[src/rtl/gpio_led_engine.sv]
// gpio_led_engine: N-channel LED output engine with passthrough, blink, PWM and chaser modes
module gpio_led_engine #(
  parameter int NUM_CH     = 8,
  parameter int PWM_BITS   = 8,
  parameter int PRESCALE_W = 16
) (
  input  logic                  FAB_CCC_GL0,
  input  logic                  FAB_RESET,
  input  logic [NUM_CH-1:0]     GPIO_M2F,
  input  logic                  CFG_WE,
  input  logic [1:0]            CFG_MODE,
  input  logic [PWM_BITS-1:0]   CFG_DUTY,
  input  logic [PRESCALE_W-1:0] CFG_PRESCALE,
  output logic [NUM_CH-1:0]     LED,
  output logic                  TICK,
  output logic                  FRAME
);
  localparam int POS_W = NUM_CH > 1 ? $clog2(NUM_CH) : 1;
  logic [1:0]            mode_q, mode_d;
  logic [PWM_BITS-1:0]   duty_q, duty_d, wcnt_q, wcnt_d;
  logic [PRESCALE_W-1:0] prescale_q, prescale_d, pcnt_q, pcnt_d;
  logic [POS_W-1:0]      pos_q, pos_d;
  logic                  phase_q, phase_d, tick_q, frame_q;
  logic [NUM_CH-1:0]     led_q, led_d;
  logic                  tick_i, frame_i;
  always_comb begin
    tick_i     = pcnt_q == prescale_q;
    frame_i    = tick_i && (&wcnt_q);
    mode_d     = CFG_WE ? CFG_MODE : mode_q;
    duty_d     = CFG_WE ? CFG_DUTY : duty_q;
    prescale_d = CFG_WE ? CFG_PRESCALE : prescale_q;
    // a config write restarts every counter and swallows a coincident tick
    pcnt_d     = (CFG_WE || tick_i) ? '0 : pcnt_q + PRESCALE_W'(1);
    wcnt_d     = CFG_WE ? '0 : wcnt_q + PWM_BITS'(tick_i);
    phase_d    = CFG_WE ? 1'b0 : phase_q ^ frame_i;
    pos_d      = CFG_WE ? '0 :
                 !frame_i ? pos_q :
                 (pos_q == POS_W'(NUM_CH - 1)) ? '0 : pos_q + POS_W'(1);
    led_d      = mode_q == 2'd0 ? GPIO_M2F :
                 mode_q == 2'd1 ? GPIO_M2F & {NUM_CH{phase_q}} :
                 mode_q == 2'd2 ? GPIO_M2F & {NUM_CH{wcnt_q < duty_q}} :
                                  GPIO_M2F & (NUM_CH'(1) << pos_q);
  end
  always_ff @(posedge FAB_CCC_GL0) begin
    if (FAB_RESET) begin
      mode_q     <= '0;
      duty_q     <= '0;
      prescale_q <= '0;
      pcnt_q     <= '0;
      wcnt_q     <= '0;
      pos_q      <= '0;
      phase_q    <= 1'b0;
      led_q      <= '0;
      tick_q     <= 1'b0;
      frame_q    <= 1'b0;
    end else begin
      mode_q     <= mode_d;
      duty_q     <= duty_d;
      prescale_q <= prescale_d;
      pcnt_q     <= pcnt_d;
      wcnt_q     <= wcnt_d;
      pos_q      <= pos_d;
      phase_q    <= phase_d;
      led_q      <= led_d;
      tick_q     <= tick_i && !CFG_WE;
      frame_q    <= frame_i && !CFG_WE;
    end
  end
  assign LED   = led_q;
  assign TICK  = tick_q;
  assign FRAME = frame_q;
endmodule

[config.mk]
export PLATFORM = sky130hd
export DESIGN_NAME = gpio_led_engine
export DESIGN_NICKNAME = d
export VERILOG_FILES = /design/src/rtl/gpio_led_engine.sv
export SDC_FILE = /design/constraint.sdc
export NUM_CORES = 1
export LEC_CHECK = 0
export ABC_AREA = 0
export BUFFER_PORTS_ARGS = -buffer_cell sky130_fd_sc_hd__buf_2
export CAP_MARGIN = 20
export CORE_MARGIN = 5
export CORE_UTILIZATION = 46
export CTS_CLUSTER_DIAMETER = 60
export DETAILED_ROUTE_END_ITERATION = 10
export PLACE_DENSITY = 0.67
export REMOVE_ABC_BUFFERS = 1
export SLEW_MARGIN = 20
export SYNTH_ARGS = -nofsm -noshare
export SYNTH_HDL_FRONTEND = slang
export SYNTH_SLANG_ARGS = --single-unit
[constraint.sdc]
create_clock -name FAB_CCC_GL0 -period 3.1 [get_ports FAB_CCC_GL0]
set_input_delay 0.31 -clock FAB_CCC_GL0 [delete_from_list [all_inputs] [get_ports FAB_CCC_GL0]]
set_output_delay 0.31 -clock FAB_CCC_GL0 [all_outputs]
set_load 0.01 [all_outputs]
==> results.toml, run 1 <==
[global_route]
grt_pass1_vias = 2098
antenna_found_initial = 0
grt_first_pass_wirelength_mm = 9.42
gr-usage-all-layers = 0.154
grt_max_degree = 28
overflow = 0

[synth]
yosys.area.top_type_share = 0.452
yosys-top-cells-area = "dfxtp_1 45%, mux2i_1 9.2%, xor2_1 8.0%, ha_1 7.1%, nor2_1 7.0%"
yosysTopAreaCell = "dfxtp_1"
ys_types = 32
syn-cell-area_um2 = 2840
syn_inst = 303
ys_warn_count = 0
yosys_register_bits = 64
ys_seq_area_frac = 0.452
syn_avg_cell_area_um2 = 9.36

[clock_network]
htree_levels = 3
ctsResizeCount = 0
cts_tree = "yes"
clock_latency_ns = 0.32
post_cts_buffers = 0
cts_buffers = 9
cts.sink_count = 64
path_clk_slew_ns = 0.07
root_buffer = "clkbuf_8"
cts.path.max_buffers = 2
ctsHoldBuffers = 0

[final_layout]
multi_input_area_um2 = 1460
final_common_cell = "dfxtp_1"
antenna_cells = 0
finalNetCount = 407
fin_cells = 434
fillers = 581
drive_above_1_share = 0.195
fin_util = 0.566
layout_common_cells = "64 x dfxtp_1, 53 x nor2_1, 46 x buf_2"
seq_area_um2 = 1280
area_growth_pct = 18.9

[routing]
ant_nets = 0
wire_per_inst_um = 12.7
viasPerCell = 4.90
firstDrtPassIters = 4
vias = 2126
routed_wl_mm = 5.50
drc = 0
drtIter0Drc = 91

[place]
gp_congestion = 0.804
dp_hpwl_mm = 4.07
pre_cts_ws_ns = 0.857
port_buffers = 46
dpl.cell_count = 418

[die]
dieArea_um2 = 7840
die_y_um = 88.5
core-area_um2 = 5960
fp-row-count = 28
io_pins = 47
start_util = 0.476
fp.dieW_um = 88.5

[power_and_ir_drop]
p_leak_nw = 1.55
p_per_area_nw_per_um2 = 546
ir_drop_mv = 0.301

[worst_setup_path]
crit_path_start_kind = "flop"
worstPathRequired_ns = 3.36
path_class = "reg2reg"
critPathMaxFanout = 10
end_kind = "flop"
crit_arrival_ns = 2.51
r2r_slack_ns = 0.84

[timing]
period_share = 0.728
maxSlewViolCount = 0
fin_setup_tns_ns = 0
fin_skew_ns = 0.00905
final.min_clock_period_ns = 2.26
rsz0062_at_grt = "no"
final.setup.worst_slack_ns = 0.844
relSlewSlack = 0.635
finalHoldViolations = 0
setup_viol = 0
fmax_ghz = 0.443
worst_pin_slew_ns = 0.546

[flow_run]
max-cap-violations = 0

[outcome]
status = "completed"

[hold_path]
min_path_type = "in2reg"
[cell families (layout without fill, tap and decap cells)]
logic type	Yosys count	after routing	share of synthesized area
simple gates	108	108	0.183
mux	26	26	0.0918
xor+xnor	34	34	0.108
compound gates	33	33	0.0626
buf+inv	22	78	0.0326
fa+ha+maj	16	16	0.0706
flops	64	64	0.452
[critical path: stages (launching register included)]
cell	delay (ns)
dfxtp_1	0.33
xor2_1	0.16
nor4_1	0.38
nand4_2	0.28
inv_1	0.18
ha_1	0.19
nand3_1	0.16
or3_1	0.38
a21oi_1	0.13
[state kept, by name, indices dropped and copies added, names as in the netlist]
name        count
prescale_q     16
FRAME           1
mode_q          2
LED             8
pos_q           3
TICK            1
pcnt_q         16
phase_q         1
duty_q          8
wcnt_q          8
[per-stage QoR]
| stage | hold slack (ns) | instance area [um^2] | power (W) |
|---|---|---|---|
| floorplan | 0.382 | 2790 | 0.000970 |
| global placement | 0.471 | 3140 | 0.00104 |
| detailed placement | 0.483 | 3140 | 0.00104 |
| CTS | 0.205 | 3370 | 0.00186 |
| global route | 0.204 | 3370 | 0.00192 |
| finish | 0.212 | 3370 | 0.00184 |
[final cells by class]
class	count	share of cell area
Clock buffer	14	0.0512
Clock inverter	2	0.0178
Inverter	13	0.0145
Multi-Input combinational cell	217	0.434
Sequential cell	64	0.380
Tap cell	75	0.0278
Timing Repair Buffer	49	0.0750
[metal layers]
layer,global-route usage,share of wire,up-vias,wire [um]
li1,-,-,1123,-
met1,0.203,0.51,951,2780
met2,0.235,0.43,46,2350
met3,0.0410,0.057,6,311
met4,0.0769,0.010,0,56
met5,0,0,-,0
[synthesized netlist by cell type, drive strengths merged]
cell type,instances
nor2,53
or3,3
or4,1
mux2i,26
xor2,27
ha,16
nand3,11
clkbuf,5
xnor2,7
o21ai,13
nand2b,1
buf,4
o311ai,1
and2,5
and3,4
or2,2
dfxtp,64
nand4,5
nor4,5
a211o,1
inv,13
a21oi,16
a21o,2
nand2,10
nor2b,3
nor3,5
[path summary, 6_finish.rpt]
path	start	end	cells after the start
worst min-delay path	CFG_DUTY[0]	duty_q[0]	3
worst min register to register	phase_q	phase_q	2
worst max-delay path	prescale_q[15]	wcnt_q[5]	8
worst max register to register	prescale_q[15]	wcnt_q[5]	8
[power by group]
part / switching [W] / internal [W]
clock: 0.000300 / 0.000520
sequential: 0.0000178 / 0.000855
combinational: 0.0000776 / 0.0000699
Note: power is estimated with default switching activity, not from simulation.
==> run 2, diff against run 1 <==
--- a/config.mk
+++ b/config.mk
@@ -5,14 +5,14 @@
 export SDC_FILE = /design/constraint.sdc
 export NUM_CORES = 1
 export LEC_CHECK = 0
-export ABC_AREA = 0
+export ABC_AREA = 1
 export BUFFER_PORTS_ARGS = -buffer_cell sky130_fd_sc_hd__buf_2
 export CAP_MARGIN = 20
 export CORE_MARGIN = 5
 export CORE_UTILIZATION = 46
 export CTS_CLUSTER_DIAMETER = 60
 export DETAILED_ROUTE_END_ITERATION = 10
-export PLACE_DENSITY = 0.67
+export PLACE_DENSITY = 0.69
 export REMOVE_ABC_BUFFERS = 1
 export SLEW_MARGIN = 20
 export SYNTH_ARGS = -nofsm -noshare
==> constraint.sdc (replaced) <==
create_clock -name FAB_CCC_GL0 -period 2 [get_ports FAB_CCC_GL0]
set_input_delay 0.2 -clock FAB_CCC_GL0 [delete_from_list [all_inputs] [get_ports FAB_CCC_GL0]]
set_output_delay 0.2 -clock FAB_CCC_GL0 [all_outputs]
set_load 0.01 [all_outputs]
==> results.toml, run 2 <==
[clock_network]
clock_latency_ns = 0.33
path_clk_slew_ns = 0.07
cts.path.max_buffers = 2
htree_levels = 3
cts_buffers = 9
cts_tree = "yes"
root_buffer = "clkbuf_8"
ctsHoldBuffers = 0
cts.sink_count = 64

[routing]
top_layer_used = "met4"
firstDrtPassIters = 4
wl_met2_mm = 3.00
wire_per_inst_um = 11.4
vias = 2749
ant_nets = 0
wl_met3_um = 263
wl_met1_mm = 3.06
routed_wl_mm = 6.43
drc = 0
drtIter0Drc = 97
viasPerCell = 4.87

[worst_setup_path]
crit_chain = "xor2_2 -> nor2_2 -> nand2_1 -> nor2_2 -> nand2_2 -> inv_2 -> ha_4 -> ha_2 -> nand2_1 -> nor2_2 -> nand2_1 -> nor2_2 -> xnor2_1 -> nor2_1"
slowest_delay_ns = 0.34
r2r_slack_ns = 0.05
path_class = "reg2reg"
critPathSlowestCell = "dfxtp_2"
endpoint = "wcnt_q[6]"
r2r_cells = 14
crit_cells = 14
startpoint = "prescale_q[11]"
cpMostUsedCell = "nor2_2"
cp_top_family = "simple AND/OR/NAND/NOR gates"
worstPathRequired_ns = 2.22
crit_path_start_kind = "flop"
cp.buffers_inverters = 1
critPathMaxFanout = 2
crit_arrival_ns = 2.17
end_kind = "flop"
rr_startpoint = "prescale_q[11]"
r2r-end = "wcnt_q[6]"

[place]
dpl_cell_area_um2 = 3400
dp_hpwl_mm = 4.65
gp_congestion = 0.892
port_buffers = 46
pre_cts_ws_ns = -0.0521
dpl.cell_count = 544

[timing]
relSlewSlack = 0.674
worst_pin_slew_ns = 0.487
fmax_ghz = 0.513
maxSlewViolCount = 0
final.min_clock_period_ns = 1.95
setup_viol = 0
period_share = 0.975
rsz0062_at_grt = "yes"
fin_skew_ns = 0.00773
finalHoldViolations = 0
final.setup.worst_slack_ns = 0.0494
fin_setup_tns_ns = 0

[outcome]
status = "completed"

[flow_run]
max-cap-violations = 0

[synth]
yosysTopAreaCell = "dfxtp_1"
synth_commonest_cells = "82 x nand2_1, 65 x inv_1, 64 x dfxtp_1"
ys_seq_area_frac = 0.424
ys_warn_count = 0
syn_inst = 417
yosys_register_bits = 64
yosys.cell_count.top_type = "nand2_1"
syn-cell-area_um2 = 3020
syn_avg_cell_area_um2 = 7.25
ys_types = 28
synth_edf_count = 0
ys.flop_type = "dfxtp_1"
yosys-top-cells-area = "dfxtp_1 42%, nand2_1 10%, inv_1 8.1%, a21oi_1 7.5%, ha_1 6.6%"
yosys.area.top_type_share = 0.424
async_flop_share = 0

[hold_path]
min_path_type = "in2reg"

[global_route]
overflow = 0
grt_first_pass_wirelength_mm = 11.1
grt_max_degree = 31
gr-usage-all-layers = 0.160
antenna_found_initial = 0
grt_pass1_vias = 2571

[final_layout]
area_growth_pct = 24.2
final_common_cell = "nand2_1"
finalNetCount = 535
layout_common_cells = "81 x nand2_1, 61 x inv_1, 49 x dfxtp_1"
fin_cells = 564
antenna_cells = 0
drive_above_1_share = 0.244
fin_util = 0.588
fillers = 601
seq_area_um2 = 1310
final_area_um2 = 3750
multi_input_area_um2 = 1510
reg_top3 = "pcnt_q: 16 flops, prescale_q: 16 flops"

[die]
fp.dieW_um = 91.1
die_y_um = 91.1
fp-row-count = 29
start_util = 0.473
core-area_um2 = 6390
dieArea_um2 = 8290
io_pins = 47

[power_and_ir_drop]
p_per_area_nw_per_um2 = 765
p_leak_nw = 1.67
ir_drop_mv = 0.470
-- run 2: logic make-up after synthesis --
group / after synthesis / share of synthesized area
DFF: 64 / 0.424
AOI/OAI and AO/OA: 87 / 0.154
adders and majority gates: 16 / 0.0663
xor gates and xnor gates: 4 / 0.0116
and+or+nand+nor: 171 / 0.247
buffers and inverters: 75 / 0.0969
-- run 2: where the power goes --
| group | leakage [nW] | total, W | switching [W] | internal [W] |
|---|---|---|---|---|
| Clock | 0.117 | 0.00128 | 0.000473 | 0.000806 |
| Sequential | 0.532 | 0.00134 | 0.0000212 | 0.00132 |
| Combinational | 1.02 | 0.000251 | 0.000145 | 0.000105 |
-- run 2: worst min path at each step --
stage	to	start	depth (start not counted)
after global placement	prescale_q[11]	CFG_PRESCALE[11]	3
after global routing	LED[5]	GPIO_M2F[5]	3
after floorplan	mode_q[0]	CFG_MODE[0]	2
after detailed placement	prescale_q[11]	CFG_PRESCALE[11]	3
final	mode_q[0]	CFG_MODE[0]	3
after CTS	prescale_q[11]	CFG_PRESCALE[11]	3
-- run 2: worst register-to-register path, cell delays in order, from the launching register on --
cell	delay, ns
dfxtp_2	0.34
xor2_2	0.17
nor2_2	0.15
nand2_1	0.08
nor2_2	0.13
nand2_2	0.07
inv_2	0.07
ha_4	0.14
ha_2	0.18
nand2_1	0.08
nor2_2	0.11
nand2_1	0.07
nor2_2	0.09
xnor2_1	0.11
nor2_1	0.05
-- run 2: what timing repair did --
item	4_1_cts	5_1_grt
pin swaps	0	10
gates resized for setup	5	32
buffers inserted	0	4
setup endpoints to repair	2	4
-- run 2: stage by stage --
stage	hold WS, ns	total power, W
CTS	0.0887	0.00290
floorplan	0.335	0.00152
global placement	0.422	0.00162
detailed placement	0.442	0.00162
global route	0.0974	0.00302
finish	0.101	0.00287
-- run 2: layer usage --
layer  vias up  track usage
li1       1474            -
met1      1213        0.205
met2        52        0.252
met3        10       0.0504
met4         0       0.0599
met5         -            0
-- run 2: cell type report --
| cell class | count | area share |
|---|---|---|
| Sequential cell | 64 | 0.348 |
| Clock inverter | 2 | 0.0160 |
| Inverter | 66 | 0.0660 |
| Tap cell | 77 | 0.0257 |
| Timing Repair Buffer | 63 | 0.0954 |
| Clock buffer | 14 | 0.0460 |
| Multi-Input combinational cell | 278 | 0.402 |
